<file path="config.mk">
export PLATFORM = sky130hd
export DESIGN_NAME = t_ff_counter_flat
export DESIGN_NICKNAME = d
export VERILOG_FILES = /design/src/rtl/t_ff_counter_if.sv /design/src/rtl/t_ff_counter.sv /design/src/flat_wrapper.sv
export SDC_FILE = /design/constraint.sdc
export NUM_CORES = 1
export LEC_CHECK = 0
export CORE_MARGIN = 2
export CORE_UTILIZATION = 30
export CTS_CLUSTER_DIAMETER = 30
export DETAILED_ROUTE_END_ITERATION = 10
export GPL_TIMING_DRIVEN = 0
export SYNTH_ARGS = -nofsm -noshare
export SYNTH_HDL_FRONTEND = slang
export SYNTH_SLANG_ARGS = --single-unit
</file>
<file path="constraint.sdc">
create_clock -name clk -period 2.1 [get_ports clk]
set_input_delay 0.525 -clock clk [delete_from_list [all_inputs] [get_ports clk]]
set_output_delay 0.525 -clock clk [all_outputs]
set_load 0.005 [all_outputs]
</file>
<file path="src/rtl/t_ff_counter_if.sv">
// Control and observation bundle for the T-stage counter.
// The master drives the strobes and load value; the slave (counter) returns q, t_vec and tc.
interface t_ff_counter_if #(
  parameter int WIDTH = 4
) ();
  logic             en;
  logic             up_dn;
  logic             load;
  logic [WIDTH-1:0] d;
  logic [WIDTH-1:0] q;
  logic [WIDTH-1:0] t_vec;
  logic             tc;

  modport master (
    output en, up_dn, load, d,
    input  q, t_vec, tc
  );

  modport slave (
    input  en, up_dn, load, d,
    output q, t_vec, tc
  );
endinterface

</file>
<file path="src/rtl/t_ff_counter.sv">
// Modulo-N up/down counter built from T stages: q <= q ^ t_vec each edge, with load and terminal count.
// q updates one clock after inputs are sampled; t_vec and tc are combinational, so there is no backpressure.
module t_ff_counter #(
  parameter int WIDTH   = 4,
  parameter int MODULUS = 16
) (
  input  logic           clk,
  input  logic           rst,
  t_ff_counter_if.slave  bus
);

  localparam int W1 = WIDTH + 1;
  // Extra bit keeps MODULUS-1 and q+1 exact when MODULUS = 2^WIDTH.
  localparam logic [WIDTH:0] LAST = W1'(MODULUS - 1);
  localparam logic [WIDTH:0] ONE  = W1'(1);

  logic [WIDTH-1:0] r_q;
  logic [WIDTH:0]   w_q_ext;
  logic [WIDTH:0]   w_d_ext;
  logic [WIDTH:0]   w_next_ext;
  logic [WIDTH-1:0] w_t_vec;
  logic             w_at_top;
  logic             w_at_zero;
  logic             w_tc;

  always_comb begin
    w_q_ext    = {1'b0, r_q};
    w_d_ext    = {1'b0, bus.d};
    w_at_top   = (w_q_ext == LAST);
    w_at_zero  = (w_q_ext == '0);
    w_next_ext = w_q_ext;
    if (rst) begin
      w_next_ext = '0;
    end else if (bus.load) begin
      w_next_ext = (w_d_ext > LAST) ? LAST : w_d_ext;
    end else if (bus.en) begin
      if (bus.up_dn) begin
        w_next_ext = w_at_top ? '0 : (w_q_ext + ONE);
      end else begin
        w_next_ext = w_at_zero ? LAST : (w_q_ext - ONE);
      end
    end
    w_t_vec = r_q ^ w_next_ext[WIDTH-1:0];
    w_tc    = bus.en & ~bus.load & ~rst &
              ((bus.up_dn & w_at_top) | (~bus.up_dn & w_at_zero));
  end

  // The explicit clear keeps simulation out of X when q starts unknown; logically identical to q ^ t_vec.
  always_ff @(posedge clk) begin
    if (rst) begin
      r_q <= '0;
    end else begin
      r_q <= r_q ^ w_t_vec;
    end
  end

  assign bus.q     = r_q;
  assign bus.t_vec = w_t_vec;
  assign bus.tc    = w_tc;

  a_next_in_range: assert property (@(posedge clk) w_next_ext <= LAST);

endmodule

</file>
<file path="src/flat_wrapper.sv">
// flat-port wrapper written by rule: the top's interface ports become plain ports
module t_ff_counter_flat 
#(
  parameter int WIDTH   = 4,
  parameter int MODULUS = 16
)
  (clk, rst, bus_en, bus_up_dn, bus_load, bus_d, bus_q, bus_t_vec, bus_tc);
  t_ff_counter_if #(.WIDTH(WIDTH)) bus_i ();
  input  logic clk;
  input  logic rst;
  input wire logic [$bits(bus_i.en)-1:0] bus_en;
  input wire logic [$bits(bus_i.up_dn)-1:0] bus_up_dn;
  input wire logic [$bits(bus_i.load)-1:0] bus_load;
  input wire logic [$bits(bus_i.d)-1:0] bus_d;
  output wire logic [$bits(bus_i.q)-1:0] bus_q;
  output wire logic [$bits(bus_i.t_vec)-1:0] bus_t_vec;
  output wire logic [$bits(bus_i.tc)-1:0] bus_tc;
  assign bus_i.en = bus_en;
  assign bus_i.up_dn = bus_up_dn;
  assign bus_i.load = bus_load;
  assign bus_i.d = bus_d;
  assign bus_q = bus_i.q;
  assign bus_t_vec = bus_i.t_vec;
  assign bus_tc = bus_i.tc;
  t_ff_counter #(.WIDTH(WIDTH), .MODULUS(MODULUS)) u_core (.clk(clk), .rst(rst), .bus(bus_i));
endmodule
</file>
Yosys cells after proc, flatten, opt, wreduce, memory -nomap -nowiden
Index checks and enable logic that the tools add are counted.
- latch bits: 0
- ROM bits: 0
- RAM bits: 0
- register bits after elaboration: 4
- memories: 0
- output and inout port bits: 9
- reductions and logical operators: 1
- multiply operators: 0
- shift-type cells: 0
- muxes and demuxes: 6
- equality and inequality tests: 1
- bitwise operators: 11
- add/sub/neg operators: 2
- divide/modulo/power cells: 0
- $lt $le $gt $ge: 0
- operators by type and width (kind ; count):
    2-to-1 mux 4 bit ; 6
    bitwise XOR 4 bit ; 2
    AND 1 bit ; 5
    adder 4 x 1 -> 4 bit (second input constant) ; 1
    == test 4 bit (second input constant) ; 1
    logical NOT 4 bit ; 1
    subtractor 4 x 1 -> 4 bit (second input constant) ; 1
    inverter 1 bit ; 3
    OR 1 bit ; 1

Longest topological paths before layout
- word-level depth: 8
- mapped depth: 7

Least setup slack after synthesis
Ideal clock, no wire load.
- kind: register to output
- start: register u_core.r_q[0], in the netlist u_core.bus.q[0]
- end: output port bus_t_vec[3]
- setup slack: -0.027 ns
- data required time: 1.575 ns
- data arrival time: 1.602 ns
- stages on the path, launching flop included: 8
- cell sequence: dfxtp_1 > clkbuf_2 > inv_1 > ha_1 > nor3b_1 > o41ai_2 > mux2i_1 > nand4_1
- longest elaborated chain between the ends: 7
- ends and longest elaborated chain (element ; RTL line ; source):
    start, declared ; t_ff_counter.sv:17 ; logic [WIDTH-1:0] r_q;
    start signal, assigned ; t_ff_counter.sv:53 ; r_q <= r_q ^ w_t_vec;
    subtractor 4 x 1 -> 4 bit, or another cell as far along ; t_ff_counter.sv:40 ; w_next_ext = w_at_zero ? LAST : (w_q_ext - ONE);
    2-to-1 mux 4 bit, on equally long branches ; t_ff_counter.sv:40, t_ff_counter.sv:38 ;
    2-to-1 mux 4 bit (*) ; t_ff_counter.sv:37 ; if (bus.up_dn) begin
    2-to-1 mux 4 bit (*) ; t_ff_counter.sv:36 ; end else if (bus.en) begin
    2-to-1 mux 4 bit (*) ; t_ff_counter.sv:34 ; end else if (bus.load) begin
    2-to-1 mux 4 bit (*) ; t_ff_counter.sv:32 ; if (rst) begin
    bitwise XOR 4 bit (*) ; t_ff_counter.sv:43 ; w_t_vec = r_q ^ w_next_ext[WIDTH-1:0];
    end, declared ; flat_wrapper.sv:16 ; output wire logic [$bits(bus_i.t_vec)-1:0] bus_t_vec;
Mark *: on every way between the ends. The rest lies on a longest branch, timed or not.

Worst setup path after layout
Same ends and word-level chain as after synthesis.

==> flow_metrics.tcl <==
set metrics [dict create \
    synth_top_area_frac 0.160 \
    clkLatencyLatePin_ps 240 \
    synth_nets 80 \
    critPathBufInv 3 \
    clkSlewWorstSetupHoldPaths_ps 40 \
    regMostFlops "u_core.bus.q" \
    htree_levels 1 \
    antenna_found_initial 0 \
    drive_gt1_frac 0.469 \
    drv_slew 0 \
    worstSetupPathType "reg -> out" \
    drtAntennaViolNets 0 \
    setup_tns_ps -889 \
    finalHoldViolations 0 \
    grt_pass1_vias 607 \
    drtIter0Drc 20 \
    worstPathRequired_ps 1570 \
    grt_max_degree 11 \
    clock_skew_ps 5.95 \
    cp_top_family "compound AO/OA/AOI/OAI gates" \
    cpPeakStageDelay_ps 390 \
    routedWlPerCell_microns 15.0 \
    nNetsFinal 111 \
    vias 653 \
    grt_pass1_wl_microns 2680 \
    seq_area_frac_synth 0.160 \
    die_h_microns 44.8 \
    tritoncts "done" \
    synthCells 69 \
    power_density_mw_per_mm2 465 \
    rsz0062_at_grt "true" \
    route.detailed.drc 0 \
    dr.pass1.iters 4 \
    p_leak_nw 0.353 \
    root_buffer "clkbuf_4" \
    cts_buffer_depth 2 \
    worstPathCellList "buf_8 > inv_4 > ha_4 > nor3b_4 > o41ai_2 > mux2i_1 > nand4_1 > buf_2" \
    drt-total-wl_microns 1710 \
    die_w_microns 44.8 \
    place.gp.congestion 0.811 \
    ys_ff_latch 4 \
    crit_path_top_delay_cell "o41ai_2" \
    achievable-frequency_ghz 0.411 \
    start_kind "flip-flop" \
    setup_viol 4 \
    largest_register_ffs 4 \
    cts_buffers 3 \
    slew-limit-headroom 0.677 \
    period_share 1.16 \
    vdd_drop_max_v 0.000358 \
    critPathCaptureType "primary output" \
    core_sq_mm 0.00154 \
    layout_setup_ws_ps -333 \
    pin_count 18 \
    postCtsHoldBufs 0 \
    synth_flop_cell "dfxtp_1" \
    synth_warnings 0 \
    ys_types 36 \
    dpl.hpwl_microns 961 \
    port_buffers 15 \
    cp_max_fo 2 \
    worstMarginPinSlew_ps 484 \
    area_delta_synth_final_pct 79.2 \
    largest_registers "u_core.bus.q (4)" \
    nFillCells 145 \
    gr-total-overflow 0 \
    yosys-top-cells-area "dfxtp_1, a21oi_1, ha_1, inv_1, nand4_1" \
    dieArea_sq_mm 0.00201 \
    fin_crit_ps 2430 \
    synth_area_sq_um 500 \
    start_util 0.325 \
    avgSynthCellArea_sq_um 7.25 \
    async_reset_ff_frac 0 \
    mostFrequentLayoutCells "clkdlybuf4s50_1, buf_4, buf_2" \
    cts.sinks 4 \
    diodes 0 \
    gr-usage-all-layers 0.183 \
    rows 14 \
    synth-edff-count 0 \
    violations "negative setup slack" \
    critical_path_arrival_ps 1910 \
    synth.largest_area_cell "dfxtp_1" \
    power_uw 417 \
    status "finished, violations left" \
    hold_path.class "reg -> reg" \
    via_per_inst 5.73 \
    drv_cap 0 \
]
## cells in the mapped netlist, types with 2 or more instances
master     instances
nor2_1             4
clkbuf_1           2
o21a_1             2
a21oi_1            5
nor2b_1            2
nand2_1            3
inv_1              6
buf_2              2
o31ai_1            2
nand4_1            3
nand3_1            2
nor3_1             2
dfxtp_1            4
a2111oi_0          2
nor3b_1            2
xnor2_1            2
a211oi_1           2
ha_1               2
o21ai_0            3
## final timing paths
check	startpoint	end	slack, ps	cells after the start
setup reg to reg	u_core.bus.q[0]	u_core.bus.q[0]	500	10
hold reg to reg	u_core.bus.q[1]	u_core.bus.q[1]	690	4
setup / recovery	u_core.bus.q[0]	bus_t_vec[3]	-330	8
hold / removal	u_core.bus.q[1]	u_core.bus.q[1]	690	4
## through the flow
stage                     setup slack [ps]  std cells  utilization  hold WS [ps]  area [sq um]
final                                 -333        114        0.582           690           897
after detailed placement              -895        100        0.435           674           671
after CTS                             -358        110        0.541           684           835
after floorplan                       9.31         69            -           630           500
after global placement                -898        100        0.435           666           671
after global routing                  -430        114        0.582           720           897
## routing by layer
metal  share of wire  vias to the layer above  track usage
met2            0.50                       22        0.301
li1                -                      321            -
met1            0.42                      306        0.220
met5               0                        -            0
met4           0.022                        0       0.0588
met3           0.058                        4       0.0720
## where the power goes
part	internal [mW]	total, mW	switching (mW)
logic	0.125	0.226	0.102
clock network	0.0642	0.0995	0.0353
registers	0.0837	0.0916	0.00794
## area by class of cell
type | count | area, sq um | area share
inverters | 6 | 25.0 | 0.0279
clock buffers | 3 | 22.5 | 0.0251
flip-flops and latches | 4 | 86.3 | 0.0962
repair buffers | 26 | 221 | 0.247
multi-input cells | 53 | 465 | 0.519
plain buffers | 6 | 56.3 | 0.0628
well taps | 16 | 20.0 | 0.0223
## logic make-up (layout without fill, tap and decap cells)
logic type / count (synthesis) / after routing / share of synthesized area
AO/OA/AOI/OAI: 24 / 24 / 0.355
AND/OR/NAND/NOR: 24 / 24 / 0.268
buffers and inverters: 12 / 41 / 0.112
XOR/XNOR: 2 / 2 / 0.0350
adder cells (fa/ha/maj): 2 / 2 / 0.0500
multiplexers: 1 / 1 / 0.0200
flip-flops: 4 / 4 / 0.160
## worst register-to-register path, stage by stage, from the launching register on
cell	delay, ps
dfxtp_2	320
buf_8	120
inv_4	50
ha_4	120
buf_4	100
buf_6	90
nand2b_4	60
o31ai_4	210
buf_4	160
nand2_1	50
a211oi_1	210
## repair_timing
item                                    CTS  global route
resized for setup                        51            12
gates cloned                              0             0
setup buffers                             7             4
pin swaps                                 9             6
endpoints found under the setup margin    5             5
Power figures use the tool's default switching activity.
